**config.mk**
```make
export PLATFORM = sky130hd
export DESIGN_NAME = s2p_frame_rx
export DESIGN_NICKNAME = d
export VERILOG_FILES = /design/src/rtl/s2p_frame_rx.sv
export SDC_FILE = /design/constraint.sdc
export NUM_CORES = 1
export LEC_CHECK = 0
export ABC_AREA = 1
export CORE_MARGIN = 2
export CORE_UTILIZATION = 54
export CTS_CLUSTER_DIAMETER = 30
export DETAILED_ROUTE_END_ITERATION = 8
export PLACE_DENSITY = 0.82
export SLEW_MARGIN = 20
export SYNTH_ARGS = -nofsm -noshare
export SYNTH_HDL_FRONTEND = slang
export SYNTH_SLANG_ARGS = --single-unit
```
**constraint.sdc**
```tcl
create_clock -name srClock -period 1.79 [get_ports srClock]
set_clock_uncertainty 0.05 [all_clocks]
set_input_delay 0.179 -clock srClock [delete_from_list [all_inputs] [get_ports srClock]]
set_output_delay 0.179 -clock srClock [all_outputs]
set_load 0.005 [all_outputs]
```
**src/rtl/s2p_frame_rx.sv**
```systemverilog
// Serial-to-parallel frame receiver: start 0, WIDTH data bits, optional even parity, stop 1.
// Define S2P_PARITY_EN at compile time to enable the parity bit and parityErr.
module s2p_frame_rx #(
  parameter int unsigned WIDTH     = 8,
  parameter int unsigned MSB_FIRST = 0
) (
  input  logic             srClock,
  input  logic             rst,
  input  logic             bitEn,
  input  logic             dataIn,
  input  logic             dataReady,
  output logic [WIDTH-1:0] data,
  output logic             dataValid,
  output logic             busy,
  output logic             frameErr,
  output logic             overrun,
  output logic             parityErr
);

  localparam int unsigned CntW = $clog2(WIDTH);
  localparam logic [CntW-1:0] LastBit = CntW'(WIDTH - 1);

`ifdef S2P_PARITY_EN
  typedef enum logic [1:0] {StIdle, StData, StParity, StStop} state_e;
`else
  typedef enum logic [1:0] {StIdle, StData, StStop} state_e;
`endif

  state_e            state_q, state_d;
  logic [CntW-1:0]   cnt_q;
  logic [WIDTH-1:0]  shift_q, shift_next;
  logic [WIDTH-1:0]  data_q;
  logic              valid_q, frame_err_q, overrun_q;
  logic              stop_edge;

  always_ff @(posedge srClock) begin
    if (rst) state_q <= StIdle;
    else     state_q <= state_d;
  end

  always_comb begin
    state_d = state_q;
    if (bitEn) begin
      unique case (state_q)
        StIdle: if (!dataIn) state_d = StData;
        StData: begin
          if (cnt_q == LastBit) begin
`ifdef S2P_PARITY_EN
            state_d = StParity;
`else
            state_d = StStop;
`endif
          end
        end
`ifdef S2P_PARITY_EN
        StParity: state_d = StStop;
`endif
        StStop:  state_d = StIdle;
        default: state_d = StIdle;
      endcase
    end
  end

  always_comb begin
    busy = (state_q != StIdle);
  end

  // First received bit ends up in data[0] (LSB-first) or data[WIDTH-1] (MSB-first).
  always_comb begin
    if (MSB_FIRST != 0) shift_next = {shift_q[WIDTH-2:0], dataIn};
    else                shift_next = {dataIn, shift_q[WIDTH-1:1]};
  end

  assign stop_edge = bitEn && (state_q == StStop);

  always_ff @(posedge srClock) begin
    if (rst) begin
      cnt_q       <= '0;
      shift_q     <= '0;
      data_q      <= '0;
      valid_q     <= 1'b0;
      frame_err_q <= 1'b0;
      overrun_q   <= 1'b0;
    end else begin
      if (bitEn && (state_q == StData)) begin
        shift_q <= shift_next;
        cnt_q   <= (cnt_q == LastBit) ? '0 : cnt_q + CntW'(1);
      end
      if (stop_edge && dataIn) begin
        if (!valid_q || dataReady) begin
          data_q  <= shift_q;
          valid_q <= 1'b1;
        end else begin
          overrun_q <= 1'b1;
        end
      end else if (dataReady) begin
        valid_q <= 1'b0;
      end
      if (stop_edge && !dataIn) frame_err_q <= 1'b1;
    end
  end

`ifdef S2P_PARITY_EN
  logic parity_err_q;

  // Even parity: data ones plus parity bit must be even.
  always_ff @(posedge srClock) begin
    if (rst) begin
      parity_err_q <= 1'b0;
    end else if (bitEn && (state_q == StParity) && ((^shift_q) ^ dataIn)) begin
      parity_err_q <= 1'b1;
    end
  end

  assign parityErr = parity_err_q;
`else
  assign parityErr = 1'b0;
`endif

  assign data      = data_q;
  assign dataValid = valid_q;
  assign frameErr  = frame_err_q;
  assign overrun   = overrun_q;

endmodule

```
==> flow_summary.toml, run 1 <==
[run_status]
status = "completed"

[sta]
rsz0062_at_grt = "false"
fin_tns_setup_ns = 0
fin_crit_ns = 1.69
hold_viol = 0
slew_viol_final = 0
clock.fmax_mhz = 591
finalSetupViolations = 0
fin_hold_ws_ns = 0.419
fin_crit_sh = 0.945

[worst_setup_path]
cp_data_required_time_ns = 1.56
crit_type = "reg -> out"
reg2reg_depth = 3
critPathArrivalTime_ns = 1.46
worstPathMaxFanout = 5
start_kind = "register"
r2r_slack_ns = 0.47
critPathCaptureType = "output pin"

[power_and_ir_drop]
peakVddDrop_v = 0.000471
p_leak_nw = 0.485
power.density_nw_per_um2 = 708

[floorplan]
ios = 18
placementRows = 15
core_area_um2 = 1750
chipHeight_um = 47.4
die_w_um = 47.4
die_area_um2 = 2250
start_util = 0.583

[routing]
wl_per_cell_um = 9.79
vias = 827
drt_pre_antenna_iters = 4
ant_nets = 0
routed_via_density = 4.89
totalWireLength_um = 1650
drc = 0
drt_iter0_drc = 16

[placed_design]
routabilityCongestion = 0.751
hpwl_um = 1270
portBuffers = 16
dp.cells = 166
dpl_cell_area_um2 = 1180

[cts]
post_cts_resized = 0
clock-sinks = 24
cts_tree = "yes"
cts_setup_buffers = 0
cts_buffer_depth = 2
cts_made_buffers = 3
ctsHoldBuffers = 0
clock_latency_ns = 0.30
clk_pin_slew_ns = 0.11
cts_root_buffer = "clkbuf_4"
htreeDepth = 1

[logic_synthesis]
synth_nets = 136
synth_area_leader_cell = "dfxtp_1"
synth_top_area_frac = 0.472
syn_area_per_cell_um2 = 7.89
ys_ff_latch = 24
synth.area.top_cells = "dfxtp_1, nor2_1, nand2_1"
netlist_area_um2 = 1020
synth.yosys.warnings = 0
seq_area_frac_synth = 0.472
synth_cell_type_count = 20
synthCells = 129

[final_layout]
fin_nets = 153
drive_above_1_share = 0.104
antenna_cells = 0
final_area_um2 = 1210
fin_cells = 169
areaGrowthSynthToFinish_pct = 18.6
final_util = 0.691
nFillCells = 154

[global_route]
grt.total_usage = 0.181
grt_pass1_wl_um = 2930
overflow = 0
first_global_vias = 710
grt_max_degree = 21
antenna_found_initial = 0

[hold_path]
holdPathStages = 2
hold_path.class = "reg -> reg"

[flow_run]
cap_violations = 0
## Yosys cell counts
master / instances
dfxtp_1: 24
nor2_1: 22
nand2_1: 17
inv_1: 16
a21oi_1: 12
o21ai_0: 10
nand4_1: 8
nor2_4: 3
a21oi_2: 2
buf_2: 2
buf_4: 2
ha_1: 2
nand3_2: 2
a211oi_1: 1
buf_6: 1
clkbuf_1: 1
conb_1: 1
inv_2: 1
nand2_2: 1
nand4_2: 1
## final timing paths
check,endpoint,start
max,busy,state_q[0]
min,shift_q[0],shift_q[0]
max reg2reg,shift_q[3],state_q[0]
min reg2reg,shift_q[0],shift_q[0]
## cells in the final DEF (no fill, tap or decap)
cell             synthesis  layout
clkbuf_4                 0       3
o21ai_0                 10      10
nand4_1                  8       8
inv_1                   16      16
a21oi_1                 12      12
ha_1                     2       2
nand2_1                 17      17
nor2_4                   3       3
nand3_2                  2       2
a21oi_2                  2       2
conb_1                   1       1
clkdlybuf4s50_1          0      16
nand2_2                  1       1
a211oi_1                 1       1
buf_4                    2       2
nor2_1                  22      22
inv_2                    1       1
dfxtp_1                 24      24
nand4_2                  1       1
## critical path: stages (launching register included)
cell	delay [ns]
dfxtp_1	0.47
inv_1	0.11
nand2_1	0.09
clkdlybuf4s50_1	0.50
## per-stage QoR
stage               setup WS (ns)  total power [mW]
floorplan                   0.684             0.622
global placement            0.182             0.641
detailed placement          0.137             0.644
CTS                        0.0997             0.859
global route               0.0241             0.895
finish                     0.0993             0.853
## registers in the layout (all words and copies together), names as in the netlist
register and flops:
data 8, shift_q 8, cnt_q 3, state_q 2
dataValid 1, frameErr 1, overrun 1
## area by class of cell
type | count | area (um2) | area share
clock buffers | 3 | 22.5 | 0.0187
inverters | 17 | 63.8 | 0.0529
multi-input cells | 82 | 433 | 0.359
flip-flops and latches | 24 | 480 | 0.398
well taps | 25 | 31.3 | 0.0259
repair buffers | 18 | 175 | 0.145
## cell families (layout without fill, tap and decap cells)
| family | Yosys count | in the layout | share of synthesized area |
|---|---|---|---|
| AND/OR/NAND/NOR | 54 | 54 | 0.264 |
| flip-flops | 24 | 24 | 0.472 |
| AO/OA/AOI/OAI | 25 | 25 | 0.133 |
| buffers and inverters | 23 | 38 | 0.102 |
| other | 1 | 1 | 0.00369 |
| adder cells (fa/ha/maj) | 2 | 2 | 0.0246 |
## metal layers
layer / track usage / wire [um] / vias to the layer above
li1: - / - / 444
met1: 0.231 / 817 / 367
met2: 0.308 / 779 / 14
met3: 0.0346 / 50 / 2
met4: 0.0500 / 6 / 0
met5: 0 / 0 / -
## where the power goes
part,total (mW),switching [mW],internal (mW)
Clock,0.221,0.143,0.0783
Sequential,0.558,0.00941,0.548
Combinational,0.0741,0.0443,0.0298
Note: power is estimated with default switching activity, not from simulation.
==> inputs of run 2 (changes only) <==
--- a/config.mk
+++ b/config.mk
@@ -10,7 +10,9 @@
 export CORE_UTILIZATION = 54
 export CTS_CLUSTER_DIAMETER = 30
 export DETAILED_ROUTE_END_ITERATION = 8
+export GPL_TIMING_DRIVEN = 0
 export PLACE_DENSITY = 0.82
+export SKIP_CTS_REPAIR_TIMING = 1
 export SLEW_MARGIN = 20
 export SYNTH_ARGS = -nofsm -noshare
 export SYNTH_HDL_FRONTEND = slang
==> run 2 against run 1 <==
Non-clock buffer count increased by 3. Hold slack worse by 0.35 ns. First-iteration DRC count shrank 38%. Cell area grew 2.5%. Maximum frequency up 2.2%. Wire length increased by 2.4%. Register-to-register slack gained 0.06 ns. Sequential share of layout area shrank 0.87 points. Critical path type unchanged. Largest power group unchanged. Highest routed layer unchanged.
==> flow_summary.toml, run 2 (synthesized netlist as in run 1, its figures left out) <==
[run_status]
status = "completed"

[routing]
vias = 831
routed_via_density = 4.80
totalWireLength_um = 1690
drc = 0
drt_iter0_drc = 10
drt_pre_antenna_iters = 4
ant_nets = 0
wl_per_cell_um = 9.79

[worst_setup_path]
crit_type = "reg -> out"
reg2reg_depth = 5
critPathCaptureType = "output pin"
critPathArrivalTime_ns = 1.42
crit_path_end = "busy"
cp_data_required_time_ns = 1.56
reg2reg_to = "state_q[0]"
r2r-start = "cnt_q[0]"
startpoint = "state_q[1]"
start_kind = "register"
r2r_slack_ns = 0.53
worstPathMaxFanout = 4

[power_and_ir_drop]
power_uw = 914
p_leak_nw = 0.503
power.density_nw_per_um2 = 739
peakVddDrop_v = 0.000469

[sta]
rsz0062_at_grt = "false"
slew_viol_final = 0
finalSetupViolations = 0
fin_crit_sh = 0.924
fin_tns_setup_ns = 0
clock.fmax_mhz = 605
worst_slack_ns = 0.136
hold_viol = 0
fin_crit_ns = 1.65

[floorplan]
core_area_um2 = 1750
ios = 18
start_util = 0.583
placementRows = 15
die_w_um = 47.4
chipHeight_um = 47.4
die_area_um2 = 2250

[cts]
cts_root_buffer = "clkbuf_4"
clock_latency_ns = 0.31
clk_pin_slew_ns = 0.12
cts_made_buffers = 3
cts_buffer_depth = 2
htreeDepth = 1
clock-sinks = 24
cts_tree = "yes"

[global_route]
overflow = 0
grt_pass1_wl_um = 2910
antenna_found_initial = 0
grt.total_usage = 0.185
first_global_vias = 694
grt_max_degree = 14

[placed_design]
dpl_cell_area_um2 = 1200
routabilityCongestion = 0.769
hpwl_um = 1330
portBuffers = 15
dp_slack_ns = 0.249

[final_layout]
most-common-layout-cells = "dfxtp_1, nor2_1, nand2_1"
drive_above_1_share = 0.135
areaGrowthSynthToFinish_pct = 21.5
layout_commonest_cell = "dfxtp_1"
fin_nets = 156
antenna_cells = 0
final_area_um2 = 1240

[hold_path]
hold_path.class = "in -> reg"

[flow_run]
cap_violations = 0
run 2: changes by cell type in the layout (fill, tap and decap cells not counted):
cell / previous run / this run
clkbuf_8: 0 / 1
buf_6: 0 / 1
clkbuf_1: 0 / 1
dfxtp_2: 0 / 1
buf_2: 0 / 2
dfxtp_1: 24 / 23
clkdlybuf4s50_1: 16 / 15
run 2: worst max-delay path, stage by stage, from the launching register on:
cell             delay, ns
dfxtp_1               0.41
inv_1                 0.10
nand2_1               0.10
clkdlybuf4s50_1       0.50
run 2: report_power, final:
group / total (mW) / internal (mW) / leakage (nW) / switching, mW
logic: 0.0785 / 0.0321 / 0.287 / 0.0464
registers: 0.558 / 0.549 / 0.195 / 0.00881
clock network: 0.277 / 0.124 / 0.0210 / 0.153
total: 0.914 / 0.705 / 0.503 / 0.208
run 2: worst min path at each step:
| stage | from | to | slack (ns) | cells past startpoint |
|---|---|---|---|---|
| 6_report | rst | cnt_q[1] | 0.07 | 2 |
| 5_1_grt | rst | cnt_q[1] | 0.06 | 2 |
| 4_1_cts | rst | cnt_q[1] | 0.07 | 2 |
| 3_5_place_dp | shift_q[0] | shift_q[0] | 0.40 | 2 |
| 3_3_place_gp | shift_q[0] | shift_q[0] | 0.39 | 2 |
| 2_1_floorplan | bitEn | state_q[1] | 0.23 | 1 |
run 2: routing by layer:
metal | global-route usage | routed length (um) | vias to the layer above
met5 | 0 | 0 | -
met3 | 0.0231 | 48 | 5
met4 | 0.100 | 42 | 0
met2 | 0.281 | 809 | 15
met1 | 0.253 | 794 | 357
li1 | - | - | 454
run 2: cell type report:
| class | instances | area, um2 |
|---|---|---|
| Multi-Input combinational cell | 82 | 433 |
| Inverter | 17 | 63.8 |
| Fill cell | 160 | 509 |
| Sequential cell | 24 | 482 |
| Clock buffer | 4 | 36.3 |
| Buffer | 6 | 40.0 |
| Tap cell | 25 | 31.3 |
| Timing Repair Buffer | 15 | 150 |
run 2: through the flow:
step	cells	utilization	hold WS, ns
2_1_floorplan	129	-	0.229
3_3_place_gp	169	0.687	0.388
3_5_place_dp	169	0.687	0.400
4_1_cts	173	0.708	0.0659
5_1_grt	173	0.708	0.0633
6_report	173	0.708	0.0711
==> inputs of run 3 (changes only) <==
--- a/config.mk
+++ b/config.mk
@@ -7,11 +7,11 @@
 export LEC_CHECK = 0
 export ABC_AREA = 1
 export CORE_MARGIN = 2
-export CORE_UTILIZATION = 54
+export CORE_UTILIZATION = 40
 export CTS_CLUSTER_DIAMETER = 30
 export DETAILED_ROUTE_END_ITERATION = 8
 export GPL_TIMING_DRIVEN = 0
-export PLACE_DENSITY = 0.82
+export PLACE_DENSITY = 0.63
 export SKIP_CTS_REPAIR_TIMING = 1
 export SLEW_MARGIN = 20
 export SYNTH_ARGS = -nofsm -noshare
==> constraint.sdc (replaced) <==
create_clock -name srClock -period 1.79 [get_ports srClock]
set_clock_uncertainty 0.05 [all_clocks]
set_input_delay 0.179 -clock srClock [delete_from_list [all_inputs] [get_ports srClock]]
set_output_delay 0.179 -clock srClock [all_outputs]
set_load 0.05 [all_outputs]
==> run 3 against run 2 <==
Cell area rose by 0.61%. Non-clock buffer count did not move. Clock power rose by 3%. Maximum frequency fell by 3.5%. Sequential power barely moved. Sequential cell count did not move. Setup slack got worse by 0.060 ns. Critical path type unchanged.
==> flow_summary.toml, run 3 (synthesized netlist as in run 1, its figures left out) <==
[run_status]
status = "completed"

[worst_setup_path]
critPathMaxStageDelay_ns = 0.81
crit_type = "reg -> out"
r2r-start = "cnt_q[0]"
critPathCaptureType = "output pin"
crit_chain = "clkdlybuf4s50_1"
slowest_stage = "clkdlybuf4s50_1"
path_buf_inv = 1
startpoint = "dataValid"
worstPathMaxFanout = 2
critPathArrivalTime_ns = 1.48
crit_family = "buffers and inverters"
start_kind = "register"
cp_data_required_time_ns = 1.56

[cts]
htreeDepth = 1
clock_latency_ns = 0.31
clock-sinks = 24
cts_tree = "yes"
cts_buffer_depth = 2
clk_pin_slew_ns = 0.13
cts_made_buffers = 3
cts_root_buffer = "clkbuf_4"

[sta]
rsz0062_at_grt = "false"
slew_headroom = 0.667
clock.fmax_mhz = 583
finalSetupViolations = 0
hold_viol = 0
tightestPinTransition_ns = 0.498
fin_crit_sh = 0.957
slew_viol_final = 0
fin_crit_ns = 1.71
fin_hold_ws_ns = 0.0754

[final_layout]
drive_above_1_share = 0.128
fin_cells = 178
antenna_cells = 0
fin_nets = 156
layout_commonest_cell = "dfxtp_1"
most-common-layout-cells = "dfxtp_1, nor2_1, nand2_1"
final_area_um2 = 1240
areaGrowthSynthToFinish_pct = 22.3

[power_and_ir_drop]
netSwitchingPower_uw = 225
p_int_uw = 705
p_leak_nw = 0.517
seqPwrFrac = 0.600
peakVddDrop_v = 0.000705
clkPwrFrac = 0.305
sw_frac_of_total = 0.242
power.density_nw_per_um2 = 748
combPwrFrac = 0.095

[placed_design]
dp.cells = 174
portBuffers = 15
hpwl_um = 1430
dpl_cell_area_um2 = 1200
routabilityCongestion = 0.786

[floorplan]
die_area_um2 = 2960
die_w_um = 54.4
placementRows = 18
chipHeight_um = 54.4
core_area_um2 = 2430
ios = 18
start_util = 0.418

[routing]
totalWireLength_um = 1870
routed_via_density = 4.74
ant_nets = 0
drt_pre_antenna_iters = 2
drt_iter0_drc = 7
drc = 0
vias = 843
wl_per_cell_um = 10.5

[global_route]
grt_max_degree = 14
grt.total_usage = 0.149
antenna_found_initial = 0
grt_pass1_wl_um = 3190
first_global_vias = 756
overflow = 0

[hold_path]
hold_path.class = "in -> reg"
min_from = "rst"

[flow_run]
cap_violations = 0
run 3: cell types whose count changed in the layout (fill, tap and decap cells not counted), sizes merged:
| cell | change |
|---|---|
| dlymetal6s2s | +1 |
| clkdlybuf4s50 | -1 |
run 3: worst paths after layout:
| path | to | slack (ns) | depth (start not counted) |
|---|---|---|---|
| min | overrun | 0.08 | 2 |
| min reg2reg | overrun | 0.42 | 2 |
| max | dataValid | 0.08 | 1 |
| max reg2reg | state_q[0] | 0.57 | 5 |
run 3: power groups by stage:
stage / clock [mW] / sequential (mW) / combinational [mW]
floorplan: 0 / 0.568 / 0.0648
finish: 0.284 / 0.558 / 0.0884
detailed placement: 0 / 0.570 / 0.0894
global route: 0.311 / 0.560 / 0.100
CTS: 0.296 / 0.558 / 0.0897
global placement: 0 / 0.569 / 0.0875
run 3: cell type report:
type / count / area, um2
fill: 247 / 1190
sequential: 24 / 480
multi-input combinational: 82 / 433
timing repair buffer: 15 / 153
inverter: 17 / 63.8
buffer: 6 / 40.0
tap: 30 / 37.5
clock buffer: 4 / 36.3
run 3: through the flow:
stage	util	setup TNS [ns]	power, mW	worst slack [ns]
global placement	0.495	0	0.657	0.151
detailed placement	0.495	0	0.659	0.144
global route	0.511	0	0.971	0.000683
floorplan	-	0	0.633	0.463
finish	0.511	0	0.930	0.0762
CTS	0.510	-0.221	0.943	-0.221
run 3: layer usage:
metal  part of all wire  GRT usage  up-vias
met5                  0          0        -
met4             0.0075     0.0250        0
met3              0.037     0.0519        2
met2               0.49      0.255       10
met1               0.47      0.181      379
li1                   -          -      452
